$ cat src/rtl/lsu_ctrl.sv
// Load/store unit between execute and the data memory bus.
// Ports: clk, rst (async active-low); core side req_valid/req_we/req_size/
// req_unsigned/addr/wdata -> stall/rdata/err; bus side mem_req/mem_we/
// mem_addr/mem_wstrb/mem_wdata -> mem_ack/mem_rdata.
module lsu_ctrl #(
    parameter int TIMEOUT = 16,
    parameter int CNT_W   = 5
) (
    input  logic        clk,
    input  logic        rst,
    input  logic        req_valid,
    input  logic        req_we,
    input  logic [1:0]  req_size,
    input  logic        req_unsigned,
    input  logic [31:0] addr,
    input  logic [31:0] wdata,
    output logic        stall,
    output logic [31:0] rdata,
    output logic        err,
    output logic        mem_req,
    output logic        mem_we,
    output logic [31:0] mem_addr,
    output logic [3:0]  mem_wstrb,
    output logic [31:0] mem_wdata,
    input  logic        mem_ack,
    input  logic [31:0] mem_rdata
);

    typedef enum logic [1:0] {
        IDLE,
        BUSY,
        DONE,
        ERR
    } state_t;

    localparam logic [CNT_W-1:0] CNT_LAST = CNT_W'(TIMEOUT - 1);

    state_t           state;
    logic [CNT_W-1:0] cnt;
    logic [1:0]       size_q;
    logic [1:0]       off_q;
    logic             uns_q;

    logic        legal;
    logic [3:0]  strb;
    logic [31:0] wrep;
    logic [7:0]  lane_b;
    logic [15:0] lane_h;
    logic [31:0] ext;

    assign stall = (state == BUSY) || ((state == IDLE) && req_valid);

    always_comb begin
        legal = 1'b0;
        strb  = 4'b0000;
        wrep  = wdata;
        unique case (req_size)
            2'd0: begin
                legal = 1'b1;
                strb  = 4'b0001 << addr[1:0];
                wrep  = {4{wdata[7:0]}};
            end
            2'd1: begin
                legal = ~addr[0];
                strb  = addr[1] ? 4'b1100 : 4'b0011;
                wrep  = {2{wdata[15:0]}};
            end
            2'd2: begin
                legal = (addr[1:0] == 2'b00);
                strb  = 4'b1111;
            end
            default: legal = 1'b0;
        endcase
        if (!req_we) strb = 4'b0000;
    end

    // Lane extraction uses the request fields latched at issue time.
    always_comb begin
        lane_b = mem_rdata[7:0];
        unique case (off_q)
            2'd0: lane_b = mem_rdata[7:0];
            2'd1: lane_b = mem_rdata[15:8];
            2'd2: lane_b = mem_rdata[23:16];
            default: lane_b = mem_rdata[31:24];
        endcase
        lane_h = off_q[1] ? mem_rdata[31:16] : mem_rdata[15:0];
        unique case (size_q)
            2'd0: ext = uns_q ? {24'b0, lane_b}
                              : {{24{lane_b[7]}}, lane_b};
            2'd1: ext = uns_q ? {16'b0, lane_h}
                              : {{16{lane_h[15]}}, lane_h};
            default: ext = mem_rdata;
        endcase
    end

    always_ff @(posedge clk or negedge rst) begin
        if (!rst) begin
            state     <= IDLE;
            cnt       <= '0;
            size_q    <= 2'd0;
            off_q     <= 2'd0;
            uns_q     <= 1'b0;
            mem_req   <= 1'b0;
            mem_we    <= 1'b0;
            mem_addr  <= 32'd0;
            mem_wstrb <= 4'd0;
            mem_wdata <= 32'd0;
            rdata     <= 32'd0;
            err       <= 1'b0;
        end else begin
            err <= 1'b0;
            unique case (state)
                IDLE: begin
                    if (req_valid) begin
                        if (legal) begin
                            mem_req   <= 1'b1;
                            mem_we    <= req_we;
                            mem_addr  <= {addr[31:2], 2'b00};
                            mem_wstrb <= strb;
                            mem_wdata <= wrep;
                            size_q    <= req_size;
                            off_q     <= addr[1:0];
                            uns_q     <= req_unsigned;
                            cnt       <= '0;
                            state     <= BUSY;
                        end else begin
                            err   <= 1'b1;
                            state <= ERR;
                        end
                    end
                end
                BUSY: begin
                    // An ack in the final wait cycle still completes.
                    if (mem_ack) begin
                        mem_req <= 1'b0;
                        if (!mem_we) rdata <= ext;
                        state <= DONE;
                    end else if (cnt == CNT_LAST) begin
                        mem_req <= 1'b0;
                        err     <= 1'b1;
                        state   <= ERR;
                    end else begin
                        cnt <= cnt + 1'b1;
                    end
                end
                DONE:    state <= IDLE;
                ERR:     state <= IDLE;
                default: state <= IDLE;
            endcase
        end
    end

endmodule

$ cat config.mk
export PLATFORM = sky130hd
export DESIGN_NAME = lsu_ctrl
export DESIGN_NICKNAME = d
export VERILOG_FILES = /design/src/rtl/lsu_ctrl.sv
export SDC_FILE = /design/constraint.sdc
export NUM_CORES = 1
export LEC_CHECK = 0
export CAP_MARGIN = 40
export CORE_MARGIN = 4
export CORE_UTILIZATION = 35
export DETAILED_ROUTE_END_ITERATION = 8
export PLACE_DENSITY = 0.67
export SLEW_MARGIN = 30
export SYNTH_ARGS = -nofsm -noshare
export SYNTH_HDL_FRONTEND = slang
export SYNTH_SLANG_ARGS = --single-unit
export TNS_END_PERCENT = 20
$ cat constraint.sdc
create_clock -name clk -period 4.9 [get_ports clk]
set_clock_uncertainty 0.1 [all_clocks]
set_input_delay 0.98 -clock clk [delete_from_list [all_inputs] [get_ports clk]]
set_output_delay 0.98 -clock clk [all_outputs]
set_load 0.05 [all_outputs]
After elaboration in Yosys (flattened, before gate mapping)
Cells that the tools add are included.
Operators by class
  reductions and logical operators: 14
  shifts and indexed selects: 1
  bitwise gates (word level): 2
  add/sub/neg operators: 1
  equal/unequal tests: 14
  muxes and demuxes: 30
Operator list (count)
  32-bit one-hot mux with 2 select lines: 2
  32-bit 2-to-1 mux: 2
  8-bit one-hot mux with 3 select lines: 1
  5-bit 2-to-1 mux: 4
  16-bit 2-to-1 mux: 1
  4-bit one-hot mux with 3 select lines: 1
  2-bit logical NOT: 5
  5-bit one-hot mux with 2 select lines: 1
  2-bit by 1-bit == test with 1-bit output (second input constant): 4
  2-bit == test (second input constant): 4
  1-bit 2-to-1 mux: 8
  2-bit 2-to-1 mux: 4
  4-bit 2-to-1 mux: 2
  2-bit inequality test (second input constant): 4
  2-bit one-hot mux with 3 select lines: 1
  3-bit AND reduction: 2
  5-bit by 1-bit adder with 5-bit output (second input constant): 1
  5-bit by 4-bit == test with 1-bit output (second input constant): 1
  5-bit AND reduction: 1
  1-bit one-hot mux with 2 select lines: 2
  4-bit AND reduction: 1
  1-bit by 2-bit left shift with 4-bit output (first input constant): 1
  3-bit by 2-bit inequality test with 1-bit output (second input constant): 1
  1-bit one-hot mux with 3 select lines: 1
  other kinds (6): 7
Word-level totals
  register bits: 113
  output and inout bits: 104
  input port bits: 104
  word-level logic and storage cells: 74

Logic depth before layout (Yosys ltp)
Gate-level depths: netlist (run 1).
  depth in word-level cells: 5
  gate-level depth with buffers: 7
  mapped depth without buffers: 7

Worst setup path before layout (run 1)
OpenSTA, ideal clock, no wires.
  kind: input to output
  start: in req_valid
  end: out stall
  data arrival time: 1657 ps
  setup slack: 2163 ps
  path buffers: 0
  data required time: 3820 ps
  stages on the path: 2
  path through: nor2_1 -> nor2_1
On the way
  word-level cells in the longest chain between the ends: 2
RTL lines
  start: declaration: line 11  | input logic req_valid,
  1-bit logical AND: line 51  | assign stall = (state == BUSY) || ((state == IDLE) && req_valid);
  1-bit logical OR: line 51
  end: declaration: line 17  | output logic stall,
Every way passes these cells.

Worst setup path after layout (run 1)
Ends and elaborated chain as after synthesis.

==> reports/metrics.csv, run 1 <==
stage,metric,value,unit
status,status,"complete, no violations",
setup_path,required,3.82,ns
synthesis,parity_gate_share_of_the_synthesized_area_counting_xor_and_xnor_cells,0.3304,%
synthesis,synth-edff-count,0,
sta,worst_pin_slew,0.6543,ns
clock_network,post_cts_setup_repair_buffer_count,0,
synthesis,syn-instance-count,489,
finish,layoutNonFillerInstCount,882,
floorplan,die_area,17180,um^2
route,drc_errors,0,
placed_design,post-place-cells,849,
route,routed_wirelength,15.98,mm
grt,grt_antenna_before_repair,0,
synthesis,asyncSetResetFlopFracSynth,100.0,%
finish,flow.area_growth_from_synthesis,53.29,%
synthesis,synth_top_cell_by_area,dfrtp_1,
route,drt-wirelength-per-cell,18.11,um
finish,diodes,0,
floorplan,vertical_extent_of_the_die,131.1,um
grt,vias_in_the_first_global_route,4823,
floorplan,row_count,44,
placed_design,hpwl,11.63,mm
route,count_of_tritonroute_iterations_in_the_first_routing_pass,4,
setup_path,type_of_the_worst_setup_path,in -> out,
sta,final_hold_viol_count,0,
route,detailroute.via_count,4579,
clock_network,post_cts_resize_count,0,
synthesis,yosys.area.top_type_share,53.34,%
setup_path,cp.arrival,2.45,ns
clock_network,cts.path.max_buffers,2,
grt,pin_count_of_the_biggest_net_entering_global_routing,85,
clock_network,clk_transition_reported_paths,0.05,ns
synthesis,seq_area_frac_synth,53.34,%
floorplan,core_area,14700,um^2
finish,layout.cells.most_common,clkdlybuf4s50_1,
synthesis,postSynthAreaPerCell,10.84,um^2
worst_hold_path,min_path_type,in -> async,
sta,finalWorstPathRequiredPeriod,3.529,ns
pwr,total_leakage_power,0.003474,uW
placed_design,io_port_bufs,205,
floorplan,top_level_ports,208,
floorplan,floorplan.initialDensity,36.07,%
clock_network,cts_root_buffer,clkbuf_16,
finish,drive_gt1_share,7.736,%
grt,overflow,0,
placed_design,place.gp.congestion,0.8506,
synthesis,syn-cell-area,5301,um^2
synthesis,ys_dominant_reg_cell,dfrtp_1,
synthesis,synth-seq-cells,113,
flow_run,drv.max_cap_violation_count,0,
floorplan,dieWidth,131.1,um
synthesis,portion_of_netlist_area_occupied_by_mux_cells,15.62,%
setup_path,worst-path-max-fanout,3,
synthesis,synth.top_cells.by_area,"dfrtp_1 53%, mux2_1 9.1%, mux2i_1 5.9%",
synthesis,yosys_warnings,0,
sta,final_report_max_slew_violation_count,0,
grt,grt_pass1_wl,25.04,mm
clock_network,numCtsBuffers,17,
setup_path,worst_setup_path_start_kind,input port,
finish,most-common-layout-cells,"204 x clkdlybuf4s50_1, 113 x dfrtp_1, 54 x nand2_1",
sta,setup_tns,0,ns
sta,final-setup-viol-count,0,
sta,period_share,72.03,%
sta,rsz0062_at_grt,no,
route,first_iter_violations,282,
pwr,cellPowerDensity,791.3,nW/um^2
finish,finalCoreUtilization,55.29,%
synthesis,synth_compound_area_share,12.39,%
placed_design,place_area,7447,um^2
finish,num-nets-final,791,
pwr,vdd_drop_max,399.8,uV
clock_network,htree_levels,4,
synthesis,post_synth_num_cell_types,47,
finish,final_design_instance_area_without_fill,8127,um^2
synthesis,synth_top_family_by_area,multiplexers,
grt,grtUsageTotal,18.98,%
setup_path,critical_path.endpoint_type,primary output,
route,antenna_violating_nets_post_route,0,
clock_network,clock_sinks,113,
synthesis,synth_adder_area_share,0.4720,%
sta,max_freq,0.2833,GHz
route,drt-vias-per-instance,5.192,
clock_network,cts-hold-fix-buffers,0,
synthesis,post_synth_and_or_nand_nor_area_fraction,13.33,%
sta,slew-limit-headroom,56.37,%
clock_network,clock_latency_of_the_later_clocked_register_in_the_worst_skew_pair,0.41,ns
clock_network,tritoncts,built,
finish,fillers,1244,
logic make-up (layout without fill, tap and decap cells):
group / after synthesis / count (layout)
flip-flops: 113 / 113
other: 1 / 2
AO/OA/AOI/OAI: 106 / 106
adder cells (fa/ha/maj): 2 / 2
buffers and inverters: 42 / 250
XOR/XNOR: 2 / 2
AND/OR/NAND/NOR: 147 / 147
multiplexers: 76 / 76
through the flow:
stage                     total power (uW)  setup WS (ns)  hold slack, ns
after detailed placement              5110          1.376          0.3786
final                                 6430          1.371          0.3737
after global routing                  6758          1.325          0.3800
after floorplan                       3901          2.163          0.3755
after global placement                5048          1.390          0.3628
after CTS                             6499          1.376          0.3909
sequential cells by signal, summed over array words and instances, names as in the netlist, 2 cells and up:
register	flops
cnt	5
mem_addr	30
mem_wdata	32
mem_wstrb	4
off_q	2
rdata	32
size_q	2
state	2
critical path: stages:
cell and delay [ns]:
clkdlybuf4s50_1 0.49, nor2_1 0.05, nor2_1 0.12, clkdlybuf4s50_1 0.81
power by group:
group | switching (uW) | total, uW | internal [uW]
Clock | 437 | 1350 | 913
Sequential | 314 | 1700 | 1390
Combinational | 2220 | 3380 | 1160
Total | 2970 | 6430 | 3460
path summary, 6_finish.rpt:
check	startpoint	endpoint	slack, ns	depth (start not counted)
max	req_valid	stall	1.37	4
min	rst	mem_addr[31]$_DFFE_PN0P_	0.37	1
max reg2reg	cnt[0]$_DFFE_PN0P_	cnt[3]$_DFFE_PN0P_	2.71	7
min reg2reg	mem_wdata[11]$_DFFE_PN0P_	mem_wdata[11]$_DFFE_PN0P_	0.39	2
max in group asynchronous	rst	mem_wdata[3]$_DFFE_PN0P_	3.58	2
min in group clk	mem_wdata[11]$_DFFE_PN0P_	mem_wdata[11]$_DFFE_PN0P_	0.39	2
per-layer routing:
layer / vias to the layer above / GRT usage, % / routed length [um]
li1: 2129 / - / -
met1: 2203 / 22.71 / 6279
met2: 229 / 29.66 / 7426
met3: 18 / 9.684 / 2028
met4: 0 / 6.413 / 242
met5: - / 0 / 0
cells in the mapped netlist, drive strengths merged (5+ instances only):
cell type,instances
dfrtp,113
nand2,54
mux2,44
o21ai,40
nand3,35
a21oi,34
mux2i,31
nor2,31
buf,24
clkbuf,14
a221oi,8
a22o,7
nand2b,6
a22oi,5
o22a,5
cell type report:
class | instances | area (um^2) | area share, %
well taps | 184 | 230.2 | 2.833
flip-flops and latches | 113 | 2828 | 34.80
clock inverters | 14 | 212.7 | 2.617
clock buffers | 18 | 439.2 | 5.404
multi-input cells | 335 | 2248 | 27.67
repair buffers | 214 | 2153 | 26.50
inverters | 4 | 15.01 | 0.1848
Power figures use the tool's default switching activity.
==> inputs of run 2 (changes only) <==
- PLACE_DENSITY: 0.67 -> 0.69
- clock period: 4.9 -> 3.1 ns (I/O delays scaled with it)
==> run 2 against run 1 <==
First-iteration DRC count increased by 6.0%. Largest cell class unchanged. Highest routed layer unchanged. Worst hold slack got worse by 0.26 ns. Critical path depth decreased by 3. Critical endpoint is now mem_we. Final cell count decreased by 0.23%. Wire length increased by 0.40%. Count of clock-buffer cells in the layout increased by 7. Power increased by 54%. Core utilization decreased by 0.61 points. Register-to-register slack got worse by 1.7 ns. Via count decreased by 2.0%. Clock power increased by 39%. Flip-flop and latch count unchanged.
==> reports/metrics.csv, run 2 (synthesis results as in run 1) <==
stage,metric,value,unit
setup_path,critical_path.endpoint_type,primary output,
setup_path,slowest_delay,0.83,ns
finish,drive_gt1_share,7.471,%
clock_network,numCtsBuffers,17,
setup_path,cp.arrival,1.67,ns
route,antenna_violating_nets_post_route,0,
route,drt-wirelength-per-cell,18.23,um
sta,final-setup-viol-count,0,
flow_run,drv.max_cap_violation_count,0,
grt,grt_pass1_wl,24.81,mm
status,status,"complete, no violations",
sta,setup_tns,0,ns
grt,grt_antenna_before_repair,0,
sta,final_report_max_slew_violation_count,0,
finish,num-nets-final,791,
clock_network,clk_transition_reported_paths,0.05,ns
pwr,totalPowerFinal,9904,uW
setup_path,required,2.38,ns
sta,final_hold_viol_count,0,
floorplan,row_count,44,
route,drc_errors,0,
setup_path,type_of_the_worst_setup_path,reg -> out,
setup_path,critical_path_buf_inv_count,1,
worst_hold_path,min_path_type,in -> async,
clock_network,tritoncts,built,
setup_path,worst_path_max_delay_cell,clkdlybuf4s50_1,
sta,rsz0062_at_grt,no,
placed_design,detailedPlace.worstSlack,0.5459,ns
floorplan,floorplan.initialDensity,36.07,%
grt,overflow,0,
pwr,vdd_drop_max,635.0,uV
setup_path,critical_path.cell_chain,clkdlybuf4s50_1,
floorplan,dieWidth,131.1,um
clock_network,clock_latency_of_the_later_clocked_register_in_the_worst_skew_pair,0.41,ns
pwr,total_leakage_power,0.003453,uW
finish,reg.largest.list,"mem_wdata: 32 flops, rdata: 32 flops, mem_addr: 30 flops",
route,detailroute.via_count,4489,
sta,period_share,77.00,%
route,drt-vias-per-instance,5.101,
sta,worst_pin_slew,0.6593,ns
setup_path,worst-path-max-fanout,4,
clock_network,post_cts_resize_count,0,
pwr,cellPowerDensity,1232,nW/um^2
sta,worst_hold_slack,0.1150,ns
placed_design,hpwl,11.90,mm
floorplan,vertical_extent_of_the_die,131.1,um
grt,grtUsageTotal,18.91,%
finish,layout.cells.most_common,clkdlybuf4s50_1,
finish,flow.area_growth_from_synthesis,51.59,%
finish,most-common-layout-cells,"203 x clkdlybuf4s50_1, 113 x dfrtp_1, 54 x nand2_1",
grt,pin_count_of_the_biggest_net_entering_global_routing,80,
route,first_iter_violations,299,
sta,slew-limit-headroom,56.04,%
route,count_of_tritonroute_iterations_in_the_first_routing_pass,5,
sta,finalWorstSetupSlack,0.7130,ns
clock_network,cts-hold-fix-buffers,0,
placed_design,place.gp.congestion,0.8786,
route,routed_wirelength,16.04,mm
clock_network,post_cts_setup_repair_buffer_count,0,
clock_network,clock_sinks,113,
setup_path,cpLargestDelayFamily,buffers and inverters,
clock_network,htree_levels,4,
finish,fillers,1275,
sta,finalWorstPathRequiredPeriod,2.387,ns
finish,diodes,0,
floorplan,die_area,17180,um^2
clock_network,cts.path.max_buffers,2,
grt,vias_in_the_first_global_route,4703,
floorplan,core_area,14700,um^2
setup_path,worst_setup_path_start_kind,register,
placed_design,io_port_bufs,205,
floorplan,top_level_ports,208,
sta,max_freq,0.4189,GHz
clock_network,cts_root_buffer,clkbuf_16,
[run 2: layer usage]
| metal | GRT usage, % | part of all wire [%] | routed length (um) |
|---|---|---|---|
| met5 | 0 | 0 | 0 |
| met1 | 22.88 | 40 | 6380 |
| met3 | 8.468 | 11 | 1821 |
| met4 | 7.441 | 2.1 | 344 |
| met2 | 29.60 | 47 | 7494 |
[run 2: path summary, 6_finish.rpt]
check / from / endpoint / slack (ns) / cells after the start
max in group asynchronous: rst / mem_wdata[14]$_DFFE_PN0P_ / 2.00 / 2
max: mem_we$_DFFE_PN0P_ / mem_we / 0.71 / 1
max reg2reg: off_q[1]$_DFFE_PN0P_ / rdata[19]$_DFFE_PN0P_ / 0.97 / 4
min: rst / rdata[13]$_DFFE_PN0P_ / 0.12 / 1
min reg2reg: mem_wdata[9]$_DFFE_PN0P_ / mem_wdata[9]$_DFFE_PN0P_ / 0.38 / 2
min in group clk: mem_wdata[9]$_DFFE_PN0P_ / mem_wdata[9]$_DFFE_PN0P_ / 0.38 / 2
[run 2: area by class of cell]
class                      instances  area [um^2]  area share [%]
clock inverter                     5        50.05          0.6228
timing repair buffer             214         2140           26.62
clock buffer                      25        525.5           6.539
multi-input combinational        335         2248           27.98
inverter                           4        15.01          0.1868
sequential                       113         2828           35.19
tap                              184        230.2           2.865
[run 2: power breakdown]
| group | total, uW | switching [uW] | leakage, uW | internal [uW] |
|---|---|---|---|---|
| combinational | 5320 | 3500 | 0.00179 | 1830 |
| sequential | 2710 | 511 | 0.00138 | 2190 |
| clock | 1880 | 642 | 0.000291 | 1230 |
| total | 9900 | 4650 | 0.00345 | 5260 |
[run 2: through the flow]
step / cell area, um^2 / cells / util (%)
final: 8036 / 880 / 54.67
after global routing: 8036 / 880 / 54.67
after floorplan: 5305 / 490 / -
after global placement: 7461 / 850 / 50.76
after detailed placement: 7461 / 850 / 50.76
after CTS: 8036 / 880 / 54.67
[run 2: worst register-to-register path: stages, from the launching register on]
cell and delay [ns]:
dfrtp_1 0.74, mux2i_1 0.30, nor2_1 0.08, o21ai_2 0.54
nand3_1 0.18
